==> src/rtl/fetch_redirect_unit.sv <==
// Front-end PC generator / fetch sequencer: issues sequential fetches, buffers responses,
// and turns branch redirects into a flush plus squash. Define FETCH_RAS_EN for the return-address stack.
module fetch_redirect_unit #(
   parameter logic [31:0] RESET_PC    = 32'h0000_0000,
   parameter int          FETCH_BYTES = 4,
   parameter int          FIFO_DEPTH  = 4,
   parameter int          RAS_DEPTH   = 4
) (
   input  logic        clk,
   input  logic        rst,
   input  logic        branch_taken,
   input  logic [31:0] branch_pc,
   input  logic        is_jsr,
   input  logic [31:0] link_pc,
   input  logic        ret_taken,
   output logic        req_valid,
   output logic [31:0] req_addr,
   input  logic        req_ready,
   input  logic        rsp_valid,
   input  logic [31:0] rsp_data,
   output logic        if_valid,
   output logic [31:0] if_pc,
   output logic [31:0] if_data,
   input  logic        if_ready,
   output logic        flush,
   output logic        ras_underflow
);
   localparam int          PW      = $clog2(FIFO_DEPTH);
   localparam int          CW      = PW + 1;
   localparam logic [31:0] PC_STEP = 32'(FETCH_BYTES);

   typedef enum logic [1:0] {ST_RESET = 2'd0, ST_RUN = 2'd1, ST_FLUSH = 2'd2} state_t;

   state_t        state_reg, state_next;
   logic          armed_reg;
   logic [31:0]   fetch_pc_reg, resp_pc_reg;
   logic [CW-1:0] outstanding_reg, occupancy_reg, discard_reg, outstanding_next;
   logic [PW-1:0] wr_ptr_reg, rd_ptr_reg;
   logic [31:0]   fifo_pc_mem   [FIFO_DEPTH];
   logic [31:0]   fifo_data_mem [FIFO_DEPTH];
   logic          active, redirect, req_fire, rsp_keep, if_pop;
   logic [31:0]   target;

   assign active    = (state_reg != ST_RESET);
   // Outstanding requests plus buffered words never exceed the buffer, so a push always has room.
   assign req_valid = (state_reg == ST_RUN) &&
                      (({1'b0, outstanding_reg} + {1'b0, occupancy_reg}) < (CW+1)'(FIFO_DEPTH));
   assign req_addr  = fetch_pc_reg;
   assign req_fire  = req_valid && req_ready;
   assign if_valid  = (occupancy_reg != '0);
   assign if_pc     = fifo_pc_mem[rd_ptr_reg];
   assign if_data   = fifo_data_mem[rd_ptr_reg];
   assign if_pop    = if_valid && if_ready;
   assign flush     = (state_reg == ST_FLUSH);
   assign rsp_keep  = rsp_valid && (discard_reg == '0) && !redirect;
   assign outstanding_next = outstanding_reg + CW'(req_fire) - CW'(rsp_valid);

`ifdef FETCH_RAS_EN
   localparam int RW = (RAS_DEPTH > 1) ? $clog2(RAS_DEPTH) : 1;
   localparam int RC = $clog2(RAS_DEPTH + 1);

   logic [31:0]   ras_mem [RAS_DEPTH];
   logic [RW-1:0] ras_top_reg, ras_top_inc, ras_top_dec;
   logic [RC-1:0] ras_cnt_reg;
   logic          ras_push, ras_pop, ras_empty, ras_underflow_reg;

   assign ras_empty   = (ras_cnt_reg == '0);
   // A pop requires !branch_taken, so a push in the same cycle always wins.
   assign ras_push    = active && branch_taken && is_jsr;
   assign ras_pop     = active && ret_taken && !branch_taken;
   assign ras_top_inc = (ras_top_reg == RW'(RAS_DEPTH - 1)) ? '0 : ras_top_reg + 1'b1;
   assign ras_top_dec = (ras_top_reg == '0) ? RW'(RAS_DEPTH - 1) : ras_top_reg - 1'b1;
   assign redirect    = active && (branch_taken || ret_taken);
   assign target      = branch_taken ? branch_pc : (ras_empty ? RESET_PC : ras_mem[ras_top_reg]);
   assign ras_underflow = ras_underflow_reg;

   always_ff @(posedge clk) begin
      if (rst) begin
         ras_top_reg       <= '0;
         ras_cnt_reg       <= '0;
         ras_underflow_reg <= 1'b0;
      end else begin
         ras_underflow_reg <= ras_pop && ras_empty;
         if (ras_push) begin
            // Circular stack: a push onto a full stack overwrites the oldest entry.
            ras_top_reg <= ras_top_inc;
            if (ras_cnt_reg != RC'(RAS_DEPTH))
               ras_cnt_reg <= ras_cnt_reg + 1'b1;
         end else if (ras_pop && !ras_empty) begin
            ras_top_reg <= ras_top_dec;
            ras_cnt_reg <= ras_cnt_reg - 1'b1;
         end
      end
   end

   always_ff @(posedge clk) begin
      if (!rst && ras_push)
         ras_mem[ras_top_inc] <= link_pc;
   end
`else
   logic unused_ras;
   assign unused_ras    = &{1'b0, ret_taken, is_jsr, link_pc, 1'(RAS_DEPTH)};
   assign redirect      = active && branch_taken;
   assign target        = branch_pc;
   assign ras_underflow = 1'b0;
`endif

   always_ff @(posedge clk) begin
      if (rst) begin
         state_reg <= ST_RESET;
         armed_reg <= 1'b0;
      end else begin
         state_reg <= state_next;
         armed_reg <= 1'b1;
      end
   end

   always_comb begin
      state_next = state_reg;
      case (state_reg)
         ST_RESET: if (armed_reg) state_next = ST_RUN;
         ST_RUN:   if (redirect) state_next = ST_FLUSH;
         ST_FLUSH: state_next = redirect ? ST_FLUSH : ST_RUN;
         default:  state_next = ST_RESET;
      endcase
   end

   always_ff @(posedge clk) begin
      if (rst) begin
         fetch_pc_reg    <= RESET_PC;
         resp_pc_reg     <= RESET_PC;
         outstanding_reg <= '0;
         occupancy_reg   <= '0;
         discard_reg     <= '0;
         wr_ptr_reg      <= '0;
         rd_ptr_reg      <= '0;
      end else begin
         outstanding_reg <= outstanding_next;
         if (redirect) begin
            // Everything still in flight after this edge belongs to the old path.
            fetch_pc_reg  <= target;
            resp_pc_reg   <= target;
            occupancy_reg <= '0;
            wr_ptr_reg    <= '0;
            rd_ptr_reg    <= '0;
            discard_reg   <= outstanding_next;
         end else begin
            if (req_fire)
               fetch_pc_reg <= fetch_pc_reg + PC_STEP;
            if (rsp_valid && (discard_reg != '0))
               discard_reg <= discard_reg - 1'b1;
            if (rsp_keep) begin
               wr_ptr_reg  <= wr_ptr_reg + 1'b1;
               resp_pc_reg <= resp_pc_reg + PC_STEP;
            end
            if (if_pop)
               rd_ptr_reg <= rd_ptr_reg + 1'b1;
            occupancy_reg <= occupancy_reg + CW'(rsp_keep) - CW'(if_pop);
         end
      end
   end

   always_ff @(posedge clk) begin
      if (!rst && rsp_keep) begin
         fifo_pc_mem[wr_ptr_reg]   <= resp_pc_reg;
         fifo_data_mem[wr_ptr_reg] <= rsp_data;
      end
   end
endmodule

==> config.mk <==
export PLATFORM = sky130hd
export DESIGN_NAME = fetch_redirect_unit
export DESIGN_NICKNAME = d
export VERILOG_FILES = /design/src/rtl/fetch_redirect_unit.sv
export SDC_FILE = /design/constraint.sdc
export NUM_CORES = 1
export LEC_CHECK = 0
export ABC_CLOCK_PERIOD_IN_PS = 3700
export BUFFER_PORTS_ARGS = -buffer_cell sky130_fd_sc_hd__buf_2
export CAP_MARGIN = 25
export CORE_MARGIN = 4
export CORE_UTILIZATION = 57
export CTS_CLUSTER_DIAMETER = 150
export CTS_CLUSTER_SIZE = 12
export DETAILED_ROUTE_END_ITERATION = 10
export PLACE_DENSITY = 0.85
export SETUP_SLACK_MARGIN = 0.2
export SLEW_MARGIN = 20
export SYNTH_ARGS = -nofsm -noshare
export SYNTH_HDL_FRONTEND = slang
export SYNTH_SLANG_ARGS = --single-unit
export TNS_END_PERCENT = 5
==> constraint.sdc <==
create_clock -name clk -period 3.7 [get_ports clk]
set_input_delay 0.185 -clock clk [delete_from_list [all_inputs] [get_ports clk]]
set_output_delay 0.185 -clock clk [all_outputs]
set_load 0.005 [all_outputs]
==> results of run 1 <==
## power breakdown
| group | internal, uW | leakage (uW) | switching [uW] |
|---|---|---|---|
| Sequential | 4370 | 0.00302 | 249 |
| Combinational | 818 | 0.00198 | 717 |
| Clock | 1800 | 0.000473 | 1290 |
## cell families after synthesis
group / count (synthesis)
XOR/XNOR: 58
multiplexers: 67
AND/OR/NAND/NOR: 174
other: 1
buffers and inverters: 57
AO/OA/AOI/OAI: 110
flip-flops: 338
adder cells (fa/ha/maj): 16
## worst max-delay path, stage by stage (launching register included)
cell       delay [ps]
dfxtp_1           470
or3b_4            440
nand4bb_1         380
ha_1              380
inv_1              60
ha_1              140
inv_1              50
fa_1              390
xnor2_1           210
nand2_1            80
o211a_1           140
## stage by stage
step                      util (%)  worst slack, ps  hold slack, ps  area [um^2]  instances
after floorplan                  -              838             257        13300        821
after global placement        64.0              935             399        14600       1275
after detailed placement      64.0              864             401        14600       1275
after CTS                     69.9              853            10.8        15900       1358
after global routing          69.9              698            29.5        15900       1358
final                         69.9              860            23.1        15900       1358
## what timing repair did
action | in CTS | in global routing
hold endpoints to repair | 134 | 0
resized for setup | 0 | 0
hold buffers | 36 | 0
## metal layers
metal,GRT usage (%),up-vias,routed length (um)
met5,0,-,0
met4,6.17,0,699
met3,3.72,57,1790
met2,33.3,327,12800
met1,30.1,3855,11500
li1,-,3616,-
## cells in the final DEF (no fill, tap or decap), types with 4 or more instances in the layout
| cell type | instances |
|---|---|
| and3_1 | 9 |
| o21ai_0 | 30 |
| nor4_1 | 6 |
| clkbuf_1 | 9 |
| xnor2_1 | 34 |
| and4_1 | 6 |
| and2_1 | 5 |
| mux4_2 | 64 |
| inv_1 | 19 |
| dfxtp_1 | 80 |
| nor2_1 | 33 |
| buf_12 | 8 |
| clkbuf_16 | 37 |
| nand4_1 | 20 |
| edfxtp_1 | 256 |
| nand2_1 | 34 |
| or4_1 | 5 |
| o31ai_1 | 5 |
| ha_1 | 14 |
| dlygate4sd3_1 | 36 |
| buf_2 | 168 |
| xor2_1 | 24 |
| nor3_1 | 11 |
| a31oi_1 | 8 |
| a21oi_1 | 57 |
| and2_4 | 4 |
| or3_1 | 5 |
| nand3_1 | 23 |
## layout make-up
cell class / instances / area share (%)
well taps: 313 / 2.46
flip-flops and latches: 338 / 58.7
inverters: 19 / 0.448
clock buffers: 46 / 6.03
clock inverters: 1 / 0.0707
repair buffers: 215 / 8.69
multi-input cells: 426 / 23.6
## worst min-delay path by stage
stage                                end  cells past startpoint
CTS                      resp_pc_reg[31]                      3
global placement    fifo_data_mem[2][24]                      1
floorplan             outstanding_reg[0]                      1
global route          outstanding_reg[1]                      2
finish                   resp_pc_reg[31]                      3
detailed placement  fifo_data_mem[0][22]                      1
==> metrics.txt, run 1 <==
status=finished clean; half-perimeter wire length after placement=16900 um; I/O pins=204; total power=9240 uW; R2R depth=10; crit path kind=reg -> reg; Synthesized Nets=941; Worst EP arrival=3250 ps; adder-cell share of the synthesized area=1.62%; r2r startpoint=state_reg[0]; simple-gate area share of the yosys netlist=between 7 and 8%; largest registers=fifo_data_mem x128, fifo_pc_mem x128; Seq/Total Area, Yosys=a little over two thirds; initial antenna violation count=0; register bit total from synthesis=338; share of cells above drive strength 1=28.1%; Pwr Density=between 500 and 600 nW/um^2; Clock Sinks=338; global route overflow=0; # DRC=0; H-Tree Depth=2; largest cells by area after synthesis=edfxtp_1, dfxtp_1, mux4_2; clock slew at reported path FFs=60 ps; vias per std cell=~5.8; Skew-Pair Late Insertion Delay=slightly above 500 ps; most frequent cell after synthesis=edfxtp_1; Num CTS Buffers=34; top-area cell type share of the netlist area=57.8%; worst setup path start=state_reg[0]; Seq. cell area=9340 um^2; Port-buffer cells=168; crit share post-route=between 70% and 80%; drt wl/cell=19.7 um; initial drt markers=796; synth cell count leaders=edfxtp_1, dfxtp_1, mux4_2, a21oi_1; multi-input logic area=3760 um^2; number of fill cells=1508; Final Net Count=1154; FP Rows=55; initial core utilization=58.4%; Critical Path Sink=discard_reg[2]; post-synthesis mux area share=11.1%; CP startpoint kind=flip-flop; max-slew violations=0; largest family of logic cells by synthesized area=multiplexers; Setup crit end kind=flip-flop; unrepaired setup endpoints after global routing=false; DIE HEIGHT=roughly 160 um; Synth async-reset ratio=0%; CTS tree=yes; Final ANT Viol Nets=0; Syn Area/Cell=16.2 um^2; hold path start=branch_pc[31]; Yosys top cell by area=edfxtp_1; Placeable Area=22800 um^2; TNS Setup=0 ps; xor-xnor portion of the synthesized cell area=3.82%; first-pass GRT wire length=42900 um; Worst Skew=17.2 ps; overall routing resource usage=a little over a fifth; number of diodes=0; GP Congestion=0.885; Netlist cell types=49; Synth Area in Compound Gates=4.47%; endpoints failing hold=0; number of enable flip-flop cells after synthesis=approximately 260; vias in the first global route=between 7000 and 8000; f_max=around 0.35 GHz; P_leak=between 0.005 and 0.006 uW; ys flop type=edfxtp_1; via count=slightly below 8000; Setup-failing EPs final=0; Synth Instances=821; max_slew headroom=35.0%; max-cap viol count=0; postcts setup bufs=0; Slew @ Worst Pin=966 ps; Area growth, synth to finish=19.6%; Clock Root Buffer=clkbuf_16; Critical Path RT=around 4100 ps; largest net degree at the start of global routing=91; Synth Cell Area=roughly 13000 um^2; Final Critical Period=2840 ps; DIE WIDTH=between 150 and 200 um; Max Root-Sink Buffers=3; synth warn=0; Pre-antenna DRT Iters=5; die area=25800 um^2; reg-to-reg endpoint=discard_reg[2]; Total Routed Length=26800 um; Critical Path Fanout Max=6; VDD IR max=0.313 mV; Worst Hold Class=in -> reg; setup slack on the worst flop-to-flop path=between 800 and 900 ps
Note: power is estimated with default switching activity, not from simulation.
==> run 2, diff against run 1 <==
--- a/config.mk
+++ b/config.mk
@@ -5,15 +5,16 @@
 export SDC_FILE = /design/constraint.sdc
 export NUM_CORES = 1
 export LEC_CHECK = 0
-export ABC_CLOCK_PERIOD_IN_PS = 3700
+export ABC_AREA = 1
+export ABC_CLOCK_PERIOD_IN_PS = 2300
 export BUFFER_PORTS_ARGS = -buffer_cell sky130_fd_sc_hd__buf_2
 export CAP_MARGIN = 25
 export CORE_MARGIN = 4
-export CORE_UTILIZATION = 57
+export CORE_UTILIZATION = 52
 export CTS_CLUSTER_DIAMETER = 150
 export CTS_CLUSTER_SIZE = 12
 export DETAILED_ROUTE_END_ITERATION = 10
-export PLACE_DENSITY = 0.85
+export PLACE_DENSITY = 0.81
 export SETUP_SLACK_MARGIN = 0.2
 export SLEW_MARGIN = 20
 export SYNTH_ARGS = -nofsm -noshare
==> constraint.sdc (replaced) <==
create_clock -name clk -period 2.3 [get_ports clk]
set_input_delay 0.115 -clock clk [delete_from_list [all_inputs] [get_ports clk]]
set_output_delay 0.115 -clock clk [all_outputs]
set_load 0.005 [all_outputs]
==> run 2 against run 1 <==
Effect of this change: sequential share of layout area fell by 8.2 points; hold slack got worse by 1.9 ps; clock skew rose by 2.9 ps; clock power rose by 63%; combinational power rose to 2.6 times the previous value; non-clock buffer count rose by 49; critical endpoint is now discard_reg[1].
==> metrics.txt, run 2 <==
status=finished clean; largest net degree at the start of global routing=105; met3 wire length=3520 um; drt wl/cell=18.1 um; max-cap viol count=0; # DRC=0; hold path start=branch_pc[24]; commonest non-fill, non-tap cell in the layout=nand2_1; crit path kind=reg -> reg; CP startpoint kind=flip-flop; Synth async-reset ratio=0%; Yosys top cell by area=edfxtp_1; WL met1=15700 um; Pwr Density=898 nW/um^2; Setup-failing EPs final=0; P_leak=0.00693 uW; Pre-antenna DRT Iters=5; endpoints failing hold=0; Critical Path Max Stage Delay=430 ps; largest cells by area after synthesis=edfxtp_1, dfxtp_1, nand2_1; Worst EP arrival=~2800 ps; f_max=0.435 GHz; Total Routed Length=39400 um; Critical Path Fanout Max=2; met2 routed WL=approximately 19000 um; Area growth, synth to finish=24.5%; Crit path max-delay family=adder cells; largest registers=fifo_data_mem x128, fifo_pc_mem x128; Setup crit end kind=flip-flop; r2r startpoint=occupancy_reg[2]; most frequent cell after synthesis=nand2_1; die area=31400 um^2; GP Congestion=0.878; FP Rows=61; initial drt markers=978; DIE HEIGHT=177 um; unrepaired setup endpoints after global routing=true; global route overflow=0; share of cells above drive strength 1=21.1%; final core occ=between 60% and 70%; WHS=approximately 21 ps; Synthesized Nets=1665; max-slew violations=0; number of fill cells=between 2000 and 2500; Final Net Count=between 1500 and 2000; initial antenna violation count=0; Placeable Area=28000 um^2; Worst Skew=20.1 ps; Syn Area/Cell=9.63 um^2; ys flop type=edfxtp_1; Final ANT Viol Nets=0; CTS tree=yes; vias per std cell=5.60; Non-Filler Instances=2171; Synth Instances=1545; initial core utilization=53.1%; setup slack on the worst flop-to-flop path=roughly 1.1 ps; number of diodes=0; Port-buffer cells=168; most frequent cells in the layout=nand2_1, edfxtp_1, nor2_1, buf_2, o21ai_0; Max Root-Sink Buffers=3; number of enable flip-flop cells after synthesis=around 260; worst setup path start=occupancy_reg[2]; CP dominant cell by count=ha_4; Cells after DPL=between 2000 and 2500; I/O pins=204; Synth Cell Area=14900 um^2; VDD IR max=0.626 mV; top-area cell type share of the netlist area=51.7%; Skew-Pair Late Insertion Delay=530 ps; Clock Root Buffer=clkbuf_16; register bit total from synthesis=338; via count=12200; synth cell count leaders=nand2_1, nor2_1, edfxtp_1, o21ai_0, inv_1; synth warn=0; DIE WIDTH=approximately 180 um; Worst Hold Class=in -> reg; crit share post-route=100%; vias in the first global route=11700; CP max stage cell=fa_1; overall routing resource usage=a little under a quarter; Seq/Total Area, Yosys=a little over three fifths; Top Layer Used=met4; max_slew headroom=57.3%; Final Critical Period=2300 ps; half-perimeter wire length after placement=approximately 24000 um; Clock Sinks=338; H-Tree Depth=2; cells along the critical path=ha_4 > nor2_4 > nand2_2 > nor2_4 > nand2_4 > ha_4 > inv_2 > ha_4 > inv_2 > fa_1 > or2_4 > a31oi_4; worst path bufs/invs=2; clock slew at reported path FFs=70 ps; Netlist cell types=38; Critical Path RT=2750 ps; Num CTS Buffers=34; Slew @ Worst Pin=641 ps; first-pass GRT wire length=59600 um
[run 2: cell types whose count changed after synthesis, moves of 19 or more]
| cell | before | now |
|---|---|---|
| clkbuf_1 | 27 | 46 |
| inv_1 | 19 | 110 |
| mux4_2 | 64 | 0 |
| nand2_1 | 34 | 285 |
| nand3_1 | 23 | 69 |
| nor2_1 | 33 | 267 |
| o21ai_0 | 31 | 171 |
| o21ai_1 | 2 | 21 |
| o22ai_1 | 1 | 65 |
| xnor2_1 | 34 | 2 |
[run 2: cells by family after synthesis]
group	after synthesis	synth area share, %
simple gates	656	18.0
flops	338	62.7
compound gates	331	11.9
buf+inv	192	5.30
fa+ha+maj	16	1.45
xor+xnor	11	0.648
other cells	1	0.0252
[run 2: report_power, final]
part / switching, uW / internal, uW / total, uW / leakage (uW)
clock network: 2250 / 2780 / 5030 / 0.000469
logic: 2420 / 1540 / 3970 / 0.00347
registers: 514 / 7120 / 7640 / 0.00299
total: 5190 / 11400 / 16600 / 0.00693
[run 2: worst paths after layout]
kind / to / cells after the start
worst max-delay path: discard_reg[1] / 12
worst min-delay path: req_addr[24] / 5
worst max register to register: discard_reg[1] / 12
worst min register to register: req_addr[0] / 2
[run 2: tightest hold or removal path, stage by stage]
cell and delay (ps):
buf_2 80, nand2_1 90, inv_1 70, nor2_1 40, a21oi_1 120
[run 2: metrics by stage]
stage	setup WS, ps	power [uW]	setup TNS [ps]	instance area (um^2)
finish	1.12	16600	0	18500
global route	-60.6	17400	-119	18500
CTS	-21.4	16300	-21.4	18100
detailed placement	-232	11100	-288	16300
global placement	-103	10900	-103	16300
floorplan	-87.4	9640	-18190	14900
[run 2: layer usage]
layer | vias to the layer above | track usage (%)
met5 | - | 0
met4 | 0 | 8.67
met3 | 93 | 3.93
met2 | 605 | 39.3
met1 | 5724 | 31.5
li1 | 5739 | -
[run 2: repair_timing]
action                     in CTS  in global routing
hold buffers                   62                  0
buffers inserted                3                  1
setup endpoints to repair      64                 52
hold endpoints to repair      180                  0
gates resized for setup        29                152
pin swaps                      15                 56
[run 2: layout make-up]
cell class                      count  area (um^2)  share of cell area (%)
Inverter                          122          473                    2.55
Sequential cell                   338         9340                    50.4
Clock inverter                      4         73.8                   0.398
Multi-Input combinational cell   1015         5360                    28.9
Clock buffer                       50          911                    4.92
Timing Repair Buffer              264         1890                    10.2
Tap cell                          378          473                    2.55
